[config.mk]
export PLATFORM = sky130hd
export DESIGN_NAME = retire_stage
export DESIGN_NICKNAME = d
export VERILOG_FILES = /design/src/rtl/retire_stage_pkg.sv /design/src/rtl/retire_stage_select.sv /design/src/rtl/retire_stage.sv
export SDC_FILE = /design/constraint.sdc
export NUM_CORES = 1
export LEC_CHECK = 0
export BUFFER_PORTS_ARGS = -buffer_cell sky130_fd_sc_hd__clkbuf_2
export CAP_MARGIN = 20
export CORE_AREA = 3 3 167 169
export CTS_CLUSTER_SIZE = 8
export DETAILED_ROUTE_END_ITERATION = 8
export DIE_AREA = 0 0 170 172
export GPL_TIMING_DRIVEN = 0
export PLACE_DENSITY_LB_ADDON = 0.2
export SKIP_CTS_REPAIR_TIMING = 1
export SYNTH_ARGS = -nofsm -noshare
export SYNTH_HDL_FRONTEND = slang
export SYNTH_SLANG_ARGS = --single-unit
[constraint.sdc]
create_clock -name clock -period 10.4 [get_ports clock]
set_input_delay 2.08 -clock clock [delete_from_list [all_inputs] [get_ports clock]]
set_output_delay 2.08 -clock clock [all_outputs]
set_load 0.02 [all_outputs]
[src/rtl/retire_stage_pkg.sv]
// retire_stage_pkg: shared types and widths for the ROB retire interface.
package retire_stage_pkg;
    localparam int RT_WAYS   = 3;
    localparam int XLEN      = 32;
    localparam int REG_IDX_W = 5;
    localparam int CNT_W     = 64;

    typedef struct packed {
        logic                 valid;
        logic [REG_IDX_W-1:0] dest_reg_idx;
        logic [XLEN-1:0]      value;
        logic                 take_branch;
        logic [XLEN-1:0]      NPC;
        logic                 halt;
    } ROB_RT_PACKET;

    typedef struct packed {
        logic                 wr_en;
        logic [REG_IDX_W-1:0] wr_idx;
        logic [XLEN-1:0]      wr_data;
    } RT_REG_PACKET;

    typedef enum logic [1:0] {RT_RUN, RT_SQUASH, RT_HALTED} RETIRE_STATE;
endpackage

[src/rtl/retire_stage_select.sv]
// retire_select: in-order accept mask, stopping after the first invalid way,
// taken branch or halt; the oldest stopping way is reported.
module retire_select #(
    parameter int NUM_WAYS = 3,
    localparam int WAY_W = (NUM_WAYS > 1) ? $clog2(NUM_WAYS) : 1
) (
    input  logic                run,
    input  logic [NUM_WAYS-1:0] valid,
    input  logic [NUM_WAYS-1:0] take_branch,
    input  logic [NUM_WAYS-1:0] halt,
    output logic [NUM_WAYS-1:0] accepted,
    output logic [WAY_W-1:0]    stop_way,
    output logic                stop_is_branch,
    output logic                stop_is_halt
);
    logic live;

    always_comb begin
        accepted       = '0;
        stop_way       = '0;
        stop_is_branch = 1'b0;
        stop_is_halt   = 1'b0;
        live           = run;
        for (int i = 0; i < NUM_WAYS; i++) begin
            accepted[i] = live && valid[i];
            // halt outranks a taken branch on the same packet
            if (accepted[i] && (halt[i] || take_branch[i])) begin
                stop_way       = WAY_W'(i);
                stop_is_halt   = halt[i];
                stop_is_branch = !halt[i];
            end
            live = accepted[i] && !halt[i] && !take_branch[i];
        end
    end
endmodule

[src/rtl/retire_stage.sv]
// retire_stage: commits up to NUM_WAYS ROB packets per cycle to the regfile,
// raising a one-cycle squash on taken branches and freezing on halt.
module retire_stage
    import retire_stage_pkg::*;
#(
    parameter int NUM_WAYS = RT_WAYS,
    localparam int WAY_W = (NUM_WAYS > 1) ? $clog2(NUM_WAYS) : 1
) (
    input  logic               clock,
    input  logic               reset,
    input  ROB_RT_PACKET       RT_packet_in  [NUM_WAYS],
    output RT_REG_PACKET       RF_packet_out [NUM_WAYS],
    output logic               squash_flag,
    output logic [XLEN-1:0]    redirect_pc,
    output logic               halted,
    output logic [1:0]         retire_num,
    output logic [CNT_W-1:0]   retired_count
);
    RETIRE_STATE         state;
    logic [NUM_WAYS-1:0] valid, take_branch, halt, accepted;
    logic [WAY_W-1:0]    stop_way;
    logic                stop_is_branch, stop_is_halt;
    logic [1:0]          n_acc;

    always_comb begin
        valid       = '0;
        take_branch = '0;
        halt        = '0;
        for (int i = 0; i < NUM_WAYS; i++) begin
            valid[i]       = RT_packet_in[i].valid;
            take_branch[i] = RT_packet_in[i].take_branch;
            halt[i]        = RT_packet_in[i].halt;
        end
    end

    assign n_acc = 2'($countones(accepted));

    retire_select #(.NUM_WAYS(NUM_WAYS)) u_select (
        .run           (state == RT_RUN),
        .valid         (valid),
        .take_branch   (take_branch),
        .halt          (halt),
        .accepted      (accepted),
        .stop_way      (stop_way),
        .stop_is_branch(stop_is_branch),
        .stop_is_halt  (stop_is_halt)
    );

    always_ff @(posedge clock or posedge reset) begin
        if (reset) begin
            for (int i = 0; i < NUM_WAYS; i++) RF_packet_out[i] <= '0;
            state         <= RT_RUN;
            squash_flag   <= 1'b0;
            redirect_pc   <= '0;
            halted        <= 1'b0;
            retire_num    <= '0;
            retired_count <= '0;
        end else begin
            // r0 is hardwired zero, so its write enable is suppressed
            for (int i = 0; i < NUM_WAYS; i++)
                RF_packet_out[i] <= '{wr_en:   accepted[i] && (RT_packet_in[i].dest_reg_idx != '0),
                                      wr_idx:  RT_packet_in[i].dest_reg_idx,
                                      wr_data: RT_packet_in[i].value};
            squash_flag   <= stop_is_branch;
            redirect_pc   <= stop_is_branch ? RT_packet_in[stop_way].NPC : '0;
            halted        <= halted || stop_is_halt;
            retire_num    <= n_acc;
            retired_count <= retired_count + CNT_W'(n_acc);
            state         <= stop_is_halt          ? RT_HALTED :
                             stop_is_branch        ? RT_SQUASH :
                             (state == RT_SQUASH)  ? RT_RUN    : state;
        end
    end
endmodule

-- After elaboration in Yosys (flattened, before gate mapping)
Index checks and enable logic that the tools add are counted.
- flip-flop bits (word level): 216
- input bits: 218
- add/subtract/negate cells: 3
- magnitude comparators: 1
- eq/ne operators: 1
- mux-type cells: 15
- bitwise operators: 1
- reduce and logical (&&, ||, !) cells: 27
- operators by type and width (kind ; count):
    $bmux 72 s2 ; 1
    $mux 33 ; 2
    $add 64x2->64 ; 1
    $mux 32 ; 1
    $reduce_bool 5->1 ; 3
    $logic_and 1x1->1 ; 13
    $mux 2 ; 4
    $mux 1 ; 7
    $logic_not 1->1 ; 5
    $logic_or 1x1->1 ; 4
    $ge 3x3->1 const B ; 1
    $not 2->3 ; 1
    $reduce_bool 3->1 ; 1
    $add 1x1->2 ; 1
    $add 2x1->2 ; 1
    $eq 2x1->1 const B ; 1
    $logic_not 2->1 ; 1

-- Depth between registers and ports, before layout
Gate-level depths: netlist of the first run.
- word-level depth: 15
- mapped depth: 12
- gate-level depth less buffers: 12

-- Hierarchy
From an unflattened synthesis of the first run, not the netlist that was laid out.
- cells, all modules: 614
- area, all modules: 7968.9 µm²
- by module, submodules not included (module ; times used ; cells an instance ; area each (µm²) ; seq. area each (µm²)):
    retire_stage ; 1 ; 596 ; 7840.0 ; 5405.2
    retire_select ; 1 ; 18 ; 128.9 ; 0.0

-- Worst setup path before layout of the first run
No wires, ideal clock.
- kind: input to register
- from: input RT_packet_in[144] (netlist bit)
- to: register retired_count[60]
- arrival time: 4734 ps
- required time: 10320 ps
- setup slack: 5586 ps
- stages on the path: 12
- buffers on the path: 0
- path through: nor4b_1 -> and4_1 -> inv_1 -> fa_1 -> inv_1 -> ha_1 -> fa_1 -> nand4_1 -> nor2_1 -> nand3_1 -> nor4_1 -> xor2_1
- longest elaborated chain between the ends: 9
- elaborated cells between the ends (all ways): 10
- ends and longest elaborated chain (item ; line ; text):
    start: declaration ; retire_stage.sv:11 ; input ROB_RT_PACKET RT_packet_in [NUM_WAYS],
    $logic_not 1->1 * ; retire_stage_select.sv:32 ; live = accepted[i] && !halt[i] && !take_branch[i];
    $logic_and 1x1->1 * (2 in a row) ; retire_stage_select.sv:32 ;
    $logic_and 1x1->1 * ; retire_stage_select.sv:25 ; accepted[i] = live && valid[i];
    $logic_and 1x1->1 (2 in a row) ; retire_stage_select.sv:32 ;
    $logic_and 1x1->1 ; retire_stage_select.sv:25 ;
    $add 2x1->2 (implied by the code) * ; retire_stage.sv:36 ; assign n_acc = 2'($countones(accepted));
    via n_acc[0] ; retire_stage.sv:23 ; logic [1:0] n_acc;
    $add 64x2->64 * ; retire_stage.sv:68 ; retired_count <= retired_count + CNT_W'(n_acc);
    end signal: assignment ; retire_stage.sv:68 ;
    end: declaration ; retire_stage.sv:17 ; output logic [CNT_W-1:0] retired_count
Mark *: on every way through the listed nets, which the timed path passes. The rest lies on a longest branch.
A chain may end at the register's enable or synchronous reset.

-- Worst setup path after layout of the first run
Ends and elaborated chain as after synthesis.

==> results.sh, run 1 <==
export IMPL_outcome="completed"
export IMPL_hold_viol_final=0
export IMPL_htree_num_levels=1
export IMPL_groute_usage_overall=0.154
export IMPL_ctsRootBufferMaster="clkbuf_16"
export IMPL_critical_path_cell_chain="clkbuf_2 -> nor4b_1 -> and4_1 -> inv_1 -> fa_1 -> inv_1 -> ha_1 -> fa_1 -> nand4_1 -> nor2_1 -> nand3_1 -> nor4_1 -> xor2_1"
export IMPL_syn_num_nets=784
export IMPL_ys_ff_latch=216
export IMPL_met2_length_mm=12.0
export IMPL_finish_utilization=0.418
export IMPL_p_clk_frac=0.454
export IMPL_seq_area_sq_um=5410
export IMPL_p_total_w=0.00198
export IMPL_skew_ns=0.00835
export IMPL_ios=432
export IMPL_drc=0
export IMPL_wl_met3_mm=2.17
export IMPL_clockBufferDepth=3
export IMPL_synth_area_leader_cell="dfrtp_1"
export IMPL_antenna_found_initial=0
export IMPL_gr_total_overflow=0
export IMPL_std_cell_rows=60
export IMPL_cp_start_kind="input pin"
export IMPL_globalplace_congestion=0.785
export IMPL_dieArea_sq_um=29200
export IMPL_dpl_hpwl_mm=18.3
export IMPL_intPower_w=0.00151
export IMPL_critPathTopFamily="simple AND/OR/NAND/NOR gates"
export IMPL_routedWlPerCell_um=17.0
export IMPL_p_leak_nw=5.84
export IMPL_rsz0062_at_grt="no"
export IMPL_drv_slew=0
export IMPL_switching_power_w=0.000478
export IMPL_min_period_ns=5.11
export IMPL_cts_tree="yes"
export IMPL_first_iter_violations=311
export IMPL_max_stage_delay_ns=0.43
export IMPL_viasPerCell=4.42
export IMPL_cp_end_kind="register"
export IMPL_wl_met1_mm=8.68
export IMPL_drive_above_1_share=0.468
export IMPL_period_share=0.491
export IMPL_drt_pass1_iterations=4
export IMPL_path_class="input pin to register"
export IMPL_worst_slew_pin_slew_ns=0.744
export IMPL_yosys_warnings=0
export IMPL_diodes=0
export IMPL_hp_class="register to register"
export IMPL_ys_dominant_reg_cell="dfrtp_1"
export IMPL_synth_top_cells_by_count="216 x dfrtp_1, 59 x nor2_1, 38 x xnor2_1"
export IMPL_initial_core_util=0.288
export IMPL_cp_data_arrival_time_ns=5.57
export IMPL_numCtsBuffers=31
export IMPL_synth_edf_count=0
export IMPL_grt_pass1_wl_mm=35.5
export IMPL_ys_seq_area_frac=0.702
export IMPL_insertion_delay_ns=0.54
export IMPL_path_max_fanout=7
export IMPL_power_frac_comb=0.092
export IMPL_multi_input_area_sq_um=2160
export IMPL_powerDensity_nw_per_um2=178
export IMPL_clkSlewWorstSetupHoldPaths_ns=0.05
export IMPL_crit_slowest_cell="fa_1"
export IMPL_clock_fmax_ghz=0.196
export IMPL_ir_drop_mv=0.111
export IMPL_synth_area_per_cell_sq_um=13.7
export IMPL_synthesis_area_sq_um=7700
export IMPL_seqPwrFrac=0.455
export IMPL_finalSetupTns_ns=0
export IMPL_yosysTopAreaCellShare=0.702
export IMPL_numPortBuffers=431
export IMPL_fillers=2592
export IMPL_area_growth_syn_to_layout_pct=45.0
export IMPL_synth_cell_types=34
export IMPL_coreArea_sq_um=26700
export IMPL_async_flop_share=1.00
export IMPL_postSynthCellCount=562
export IMPL_required_ns=10.87
export IMPL_relSlewSlack=0.500
export IMPL_grt_max_degree=117
export IMPL_die_w_um=170
export IMPL_sw_frac_of_total=0.241
export IMPL_synth_most_common_cell="dfrtp_1"
export IMPL_numClockSinks=216
export IMPL_num_vias=6064
export IMPL_setup_viol=0
export IMPL_routed_wl_mm=23.3
export IMPL_synth_top_cells_by_area="dfrtp_1 70%, xnor2_1 4.3%, mux2i_1 4.2%"
export IMPL_cp_num_buf_inv=3
export IMPL_ant_nets=0
export IMPL_top_layer="met4"
export IMPL_fp_dieH_um=172
export IMPL_grt_pass1_vias=6291
export IMPL_nets=1249
export IMPL_maxCapViolations=0
[cell families after synthesis]
family	synth area share
xor+xnor	0.0705
buf+inv	0.0167
mux	0.0416
flops	0.702
simple gates	0.122
compound gates	0.0387
fa+ha+maj	0.00845
[area by class of cell]
class                   instances  share of cell area
plain buffers                  15             0.00717
clock buffers                  34              0.0714
clock inverters                 2             0.00448
inverters                      13             0.00504
multi-input cells             318               0.194
flip-flops and latches        216               0.484
well taps                     341              0.0382
repair buffers                432               0.196
[worst reg2reg max path, delay by kind of cell (launching register included)]
family	cells	cell delay, ns
buffers and inverters	2	0.21
AND/OR/NAND/NOR	6	2.18
adder cells (fa/ha/maj)	3	0.87
XOR/XNOR	1	0.18
flip-flops	1	0.40
[power groups by stage]
stage	clock (W)	combinational (W)	sequential [W]
3_3_place_gp	0	0.000184	0.000916
2_1_floorplan	0	0.0000372	0.000961
5_1_grt	0.000965	0.000200	0.000907
6_report	0.000900	0.000182	0.000902
4_1_cts	0.000929	0.000187	0.000902
3_5_place_dp	0	0.000187	0.000915
[worst paths after layout]
kind | slack, ns | cells after the start | start | endpoint
worst min-delay path | 0.47 | 1 | halted$_DFF_PP0_ | halted$_DFF_PP0_
max in group asynchronous | 7.74 | 3 | reset | retired_count[47]$_DFF_PP0_
min in group asynchronous | 1.65 | 2 | reset | RF_packet_out[17]$_DFF_PP0_
worst min register to register | 0.47 | 1 | halted$_DFF_PP0_ | halted$_DFF_PP0_
worst max-delay path | 5.29 | 13 | RT_packet_in[144] | retired_count[60]$_DFF_PP0_
worst max register to register | 6.47 | 12 | state[1]$_DFFE_PP0P_ | retired_count[60]$_DFF_PP0_
[routing by layer]
metal  GRT usage  up-vias
met5           0        -
li1            -     2860
met4      0.0427        0
met2       0.278      284
met1       0.177     2883
met3      0.0469       37
[flip-flops by register name, summed over array words and instances (netlist names)]
signal and count:
retire_num 2, redirect_pc 32, RF_packet_out 114, state 2
halted 1, squash_flag 1, retired_count 64
[layout by cell type (no fill, tap or decap), types with 2 or more instances in the layout]
cell       netlist  layout
xnor2_1         38      38
a21oi_1          4       4
and4_1           2       2
o21ai_0          2       2
nand3_1         19      19
ha_1             2       2
clkbuf_16        0      31
nor2_1          59      59
a211oi_1        32      32
inv_1           13      12
xor2_1          24      24
fa_1             2       2
dfrtp_1        216     216
a31oi_1          2       2
nand2_1         26      26
nor4_4           3       3
clkbuf_1        10      12
and3_1           8       8
nand4_1         28      28
nor4_1          10      10
buf_6            3       3
or2_2            4       4
clkbuf_2         0     431
nor3_1          11      11
nor2b_1          2       2
mux2i_1         32      32
[per-stage QoR]
stage	std cells	instance area [sq um]	setup slack, ns	hold slack, ns
floorplan	562	7700	2.41	0.489
global placement	1334	10300	-0.122	0.455
detailed placement	1335	10300	4.69	0.462
CTS	1371	11200	5.23	0.476
global route	1371	11200	4.97	0.497
finish	1371	11200	5.29	0.469
Note: power is estimated with default switching activity, not from simulation.
==> run 2: changes to the inputs <==
ABC_AREA = 1   (was default)
CORE_AREA = 3 3 166 168   (was 3 3 167 169)
DIE_AREA = 0 0 169 171   (was 0 0 170 172)
clock period = 4.7 ns   (was 10.4 ns; I/O delays follow)
==> run 2 against run 1 <==
Effect of this change: cell area rose by 11%; non-clock buffer count rose by 16; worst hold slack improved by 0.0064 ns; die area fell by 1.2%; clock-buffer cell count fell by 1; critical path type unchanged; critical endpoint is now retired_count[34]$_DFF_PP0_; largest cell class unchanged.
==> results.sh, run 2 <==
export IMPL_viasPerCell=4.59
export IMPL_area_growth_syn_to_layout_pct=39.4
export IMPL_ios=432
export IMPL_synth_area_leader_cell="dfrtp_1"
export IMPL_layout_commonest_cell="clkbuf_2"
export IMPL_final_cells=1770
export IMPL_cp_common_cell="nand2_1"
export IMPL_drc=0
export IMPL_crit_slowest_cell="fa_1"
export IMPL_nets=1655
export IMPL_drt_pass1_iterations=5
export IMPL_synth_edf_count=0
export IMPL_relSlewSlack=0.412
export IMPL_synth_top_cells_by_count="255 x nand2_1, 216 x dfrtp_1, 157 x nor2_1"
export IMPL_outcome="completed"
export IMPL_synthXorXnorAreaFrac=0.0414
export IMPL_synthMuxAreaShare=0
export IMPL_rsz0062_at_grt="no"
export IMPL_synth_top_cells_by_area="dfrtp_1 61%, nand2_1 11%, nor2_1 6.6%"
export IMPL_cp_start_kind="input pin"
export IMPL_worst_slack_ns=0.773
export IMPL_critical_path_cell_chain="clkbuf_2 -> nand3_1 -> nor2_4 -> buf_4 -> buf_4 -> inv_1 -> fa_1 -> inv_1 -> ha_1 -> fa_1 -> nand3_1 -> nor2_1 -> nand2_1 -> nor2_1 -> nand2_1 -> o21ai_0 -> nand2_1"
export IMPL_synth_fa_ha_area_frac=0.00733
export IMPL_p_leak_nw=6.64
export IMPL_drive_above_1_share=0.350
export IMPL_antenna_found_initial=0
export IMPL_initial_core_util=0.341
export IMPL_dieArea_sq_um=28900
export IMPL_numCtsBuffers=31
export IMPL_min_period_ns=3.93
export IMPL_use_met3=0.0476
export IMPL_cp_num_buf_inv=5
export IMPL_grt_max_degree=42
export IMPL_max_stage_delay_ns=0.46
export IMPL_worst_slew_pin_slew_ns=0.881
export IMPL_skew_ns=0.0258
export IMPL_design_area_sq_um=12400
export IMPL_drv_slew=0
export IMPL_routed_wl_mm=30.6
export IMPL_clockBufferDepth=3
export IMPL_numPortBuffers=431
export IMPL_dpl_hpwl_mm=25.3
export IMPL_grt_pass1_vias=8515
export IMPL_yosysTopAreaCellShare=0.609
export IMPL_cts_tree="yes"
export IMPL_top_register="RF_packet_out"
export IMPL_yosys_warnings=0
export IMPL_first_iter_violations=480
export IMPL_met2_usage=0.376
export IMPL_ir_drop_mv=0.282
export IMPL_setup_viol=0
export IMPL_reg_largest_list="RF_packet_out x114, retired_count x64, redirect_pc x32"
export IMPL_post_dp_cell_area_sq_um=11600
export IMPL_synth_simple_gate_area_frac=0.282
export IMPL_required_ns=5.14
export IMPL_ctsRootBufferMaster="clkbuf_16"
export IMPL_synth_top_family_by_area="simple AND/OR/NAND/NOR gates"
export IMPL_critPathTopFamily="simple AND/OR/NAND/NOR gates"
export IMPL_num_vias=8120
export IMPL_maxCapViolations=0
export IMPL_powerDensity_nw_per_um2=337
export IMPL_hp_class="register to register"
export IMPL_synth_cell_types=31
export IMPL_clock_fmax_ghz=0.255
export IMPL_use_met1=0.251
export IMPL_diodes=0
export IMPL_grt_pass1_wl_mm=47.3
export IMPL_ys_seq_area_frac=0.609
export IMPL_ys_dominant_reg_cell="dfrtp_1"
export IMPL_mostFrequentLayoutCells="431 x clkbuf_2, 255 x nand2_1, 216 x dfrtp_1"
export IMPL_postSynthCellCount=964
export IMPL_synth_compound_area_share=0.00747
export IMPL_insertion_delay_ns=0.56
export IMPL_async_flop_share=1.00
export IMPL_dp_cells=1735
export IMPL_ys_ff_latch=216
export IMPL_hold_viol_final=0
export IMPL_cp_data_arrival_time_ns=4.36
export IMPL_fp_dieH_um=171
export IMPL_ant_nets=0
export IMPL_coreArea_sq_um=26100
export IMPL_period_share=0.835
export IMPL_numClockSinks=216
export IMPL_synth_most_common_cell="nand2_1"
export IMPL_path_class="input pin to register"
export IMPL_globalplace_congestion=0.937
export IMPL_htree_num_levels=1
export IMPL_die_w_um=169
export IMPL_largest_reg_flops=114
export IMPL_cp_end_kind="register"
export IMPL_syn_num_nets=1186
export IMPL_clkSlewWorstSetupHoldPaths_ns=0.05
export IMPL_gr_total_overflow=0
export IMPL_groute_usage_overall=0.209
export IMPL_routedWlPerCell_um=17.3
export IMPL_std_cell_rows=59
export IMPL_grt_busiest_layer="met2"
export IMPL_synth_area_per_cell_sq_um=9.21
export IMPL_path_max_fanout=10
export IMPL_synthesis_area_sq_um=8880
export IMPL_dp_worst_setup_slack_ns=0.118
run 2: cell type report:
cell class	count	area, sq um
fillers	2548	13700
flip-flops and latches	216	5410
multi-input cells	635	3000
repair buffers	436	2260
clock buffers	33	793
well taps	335	419
inverters	86	327
plain buffers	27	150
clock inverters	2	27.5
run 2: power by group:
part / total, W / switching [W] / internal [W] / leakage [nW]
registers: 0.00193 / 0.0000138 / 0.00191 / 2.69
clock network: 0.00194 / 0.000769 / 0.00117 / 0.400
logic: 0.000307 / 0.000188 / 0.000119 / 3.55
total: 0.00417 / 0.000971 / 0.00320 / 6.64
run 2: per-layer routing:
metal / share of wire / up-vias
met5: 0 / -
met2: 0.51 / 322
met3: 0.076 / 57
li1: - / 3959
met1: 0.39 / 3782
met4: 0.032 / 0
run 2: cell families (layout without fill, tap and decap cells):
group                    after synthesis  in the layout
XOR/XNOR                              42             42
adder cells (fa/ha/maj)                4              4
buffers and inverters                113            584
AO/OA/AOI/OAI                         12             12
AND/OR/NAND/NOR                      577            577
flip-flops                           216            216
run 2: final timing paths:
path | startpoint | end | slack, ns | cells past startpoint
max | RT_packet_in[215] | retired_count[34]$_DFF_PP0_ | 0.77 | 17
min | halted$_DFF_PP0_ | halted$_DFF_PP0_ | 0.48 | 1
max reg2reg | state[1]$_DFFE_PP0P_ | retired_count[34]$_DFF_PP0_ | 0.80 | 17
min reg2reg | halted$_DFF_PP0_ | halted$_DFF_PP0_ | 0.48 | 1
max in group asynchronous | reset | redirect_pc[18]$_DFF_PP0_ | 3.23 | 4
min in group asynchronous | reset | RF_packet_out[37]$_DFF_PP0_ | 0.56 | 2
run 2: per-stage QoR:
step	power, W	TNS [ns]	util	hold slack, ns
2_1_floorplan	0.00208	0	-	0.447
3_3_place_gp	0.00226	-81.74	0.440	0.467
3_5_place_dp	0.00227	0	0.444	0.463
4_1_cts	0.00424	0	0.475	0.464
5_1_grt	0.00435	0	0.475	0.468
6_report	0.00417	0	0.475	0.475
==> run 3: changes to the inputs <==
CORE_AREA = 3 3 168 170   (was 3 3 166 168)
DIE_AREA = 0 0 171 173   (was 0 0 169 171)
clock period = 3.3 ns   (was 4.7 ns; I/O delays follow)
==> run 3 against run 2 <==
Effect of this change: utilization down 0.82 points; register-to-register slack worse by 0.61 ns; via count up 1.0%; non-clock buffer count up 6; flip-flop and latch count unchanged; critical path depth down 2; global-route usage about the same; largest cell class unchanged; highest routed layer unchanged.
==> results.sh, run 3 (synthesis gave the netlist of run 2 again) <==
export IMPL_ff2ff_setup_slack_ns=0.19
export IMPL_min_period_ns=3.11
export IMPL_ir_drop_mv=0.612
export IMPL_finalSetupTns_ns=0
export IMPL_fp_dieH_um=173
export IMPL_ctsRootBufferMaster="clkbuf_16"
export IMPL_clock_fmax_ghz=0.322
export IMPL_numClockSinks=216
export IMPL_use_met3=0.0533
export IMPL_required_ns=3.72
export IMPL_cp_data_arrival_time_ns=3.53
export IMPL_drt_pass1_iterations=5
export IMPL_globalplace_congestion=0.911
export IMPL_relSlewSlack=0.428
export IMPL_gr_total_overflow=0
export IMPL_viasPerCell=4.60
export IMPL_seqPwrFrac=0.459
export IMPL_use_met1=0.245
export IMPL_hold_viol_final=0
export IMPL_p_leak_nw=6.70
export IMPL_area_growth_syn_to_layout_pct=41.3
export IMPL_hp_class="input pin to register"
export IMPL_holdWs_ns=0.228
export IMPL_period_share=0.941
export IMPL_clockBufferDepth=3
export IMPL_seq_area_sq_um=5410
export IMPL_skew_ns=0.0193
export IMPL_switching_power_w=0.00135
export IMPL_routedWlPerCell_um=17.6
export IMPL_crit_slowest_cell="fa_1"
export IMPL_design_area_sq_um=12500
export IMPL_worst_slew_pin_slew_ns=0.856
export IMPL_power_frac_comb=0.074
export IMPL_powerDensity_nw_per_um2=477
export IMPL_sw_frac_of_total=0.226
export IMPL_finish_utilization=0.467
export IMPL_outcome="completed"
export IMPL_maxCapViolations=0
export IMPL_routed_wl_mm=31.4
export IMPL_htree_num_levels=1
export IMPL_drive_above_1_share=0.362
export IMPL_grt_pass1_wl_mm=48.0
export IMPL_coreArea_sq_um=26900
export IMPL_grt_max_degree=41
export IMPL_insertion_delay_ns=0.54
export IMPL_cp_common_cell="inv_1"
export IMPL_layout_commonest_cell="clkbuf_2"
export IMPL_post_dp_cell_area_sq_um=11600
export IMPL_cts_tree="yes"
export IMPL_drc=0
export IMPL_num_vias=8202
export IMPL_cp_end_kind="register"
export IMPL_multi_input_area_sq_um=3100
export IMPL_antenna_found_initial=1
export IMPL_intPower_w=0.00463
export IMPL_setup_viol=0
export IMPL_largest_reg_flops=114
export IMPL_initial_core_util=0.330
export IMPL_cp_start_kind="register"
export IMPL_grt_pass1_vias=8480
export IMPL_dieArea_sq_um=29600
export IMPL_numPortBuffers=431
export IMPL_met2_usage=0.376
export IMPL_top_register="RF_packet_out"
export IMPL_die_w_um=171
export IMPL_p_clk_frac=0.468
export IMPL_drv_slew=0
export IMPL_grt_busiest_layer="met2"
export IMPL_numCtsBuffers=31
export IMPL_nets=1661
export IMPL_groute_usage_overall=0.209
export IMPL_first_iter_violations=425
export IMPL_clkSlewWorstSetupHoldPaths_ns=0.05
export IMPL_max_stage_delay_ns=0.51
export IMPL_mostFrequentLayoutCells="431 x clkbuf_2, 252 x nand2_1, 216 x dfrtp_1"
export IMPL_fillers=2659
export IMPL_std_cell_rows=60
export IMPL_reg_largest_list="RF_packet_out x114, retired_count x64, redirect_pc x32"
export IMPL_ios=432
export IMPL_ant_nets=0
export IMPL_critical_path_cell_chain="inv_1 -> nand3_4 -> nor2_4 -> buf_6 -> inv_1 -> fa_1 -> inv_1 -> ha_4 -> fa_2 -> inv_1 -> nor2_4 -> nand2_1 -> nor2_4 -> and2_4 -> xor2_1"
export IMPL_path_class="register to register"
export IMPL_path_max_fanout=19
export IMPL_p_total_w=0.00598
export IMPL_dpl_hpwl_mm=25.9
==> run 3: stage by stage <==
stage | instances | setup slack (ns)
6_report | 1783 | 0.193
5_1_grt | 1783 | -0.00987
4_1_cts | 1776 | -0.477
3_5_place_dp | 1741 | -0.755
3_3_place_gp | 1736 | -1.54
2_1_floorplan | 964 | -0.172
==> run 3: final timing paths <==
kind,startpoint,endpoint,cells after the start
worst max-delay path,state[1]$_DFFE_PP0P_,retired_count[30]$_DFF_PP0_,15
worst min-delay path,RT_packet_in[193],RF_packet_out[91]$_DFF_PP0_,1
worst max register to register,state[1]$_DFFE_PP0P_,retired_count[30]$_DFF_PP0_,15
worst min register to register,halted$_DFF_PP0_,halted$_DFF_PP0_,1
max in group asynchronous,reset,retired_count[59]$_DFF_PP0_,5
min in group asynchronous,reset,RF_packet_out[20]$_DFF_PP0_,2
==> run 3: power groups by stage <==
stage / clock network [W] / logic (W) / registers [W]
CTS: 0.00288 / 0.000449 / 0.00274
detailed placement: 0 / 0.000448 / 0.00278
finish: 0.00280 / 0.000440 / 0.00274
global placement: 0 / 0.000432 / 0.00279
floorplan: 0 / 0.0000923 / 0.00288
global route: 0.00300 / 0.000483 / 0.00275
==> run 3: metal layers <==
layer  routed length (um)  vias up
li1                     -     3972
met1                11800     3847
met2                16200      328
met3                 2450       55
met4                  964        0
met5                    0        -
==> run 3: worst max-delay path: cells and delay by family (launching register included) <==
family / cells / cell delay, ns
adder cells (fa/ha/maj): 3 / 1.11
flip-flops: 1 / 0.36
XOR/XNOR: 1 / 0.13
AND/OR/NAND/NOR: 6 / 0.72
buffers and inverters: 5 / 0.66
==> run 3: area by class of cell <==
cell class,count,area share
Tap cell,341,0.0340
Buffer,26,0.0119
Clock buffer,34,0.0635
Sequential cell,216,0.431
Antenna cell,1,0.000199
Inverter,86,0.0260
Clock inverter,1,0.00239
Timing Repair Buffer,443,0.184
Multi-Input combinational cell,635,0.247
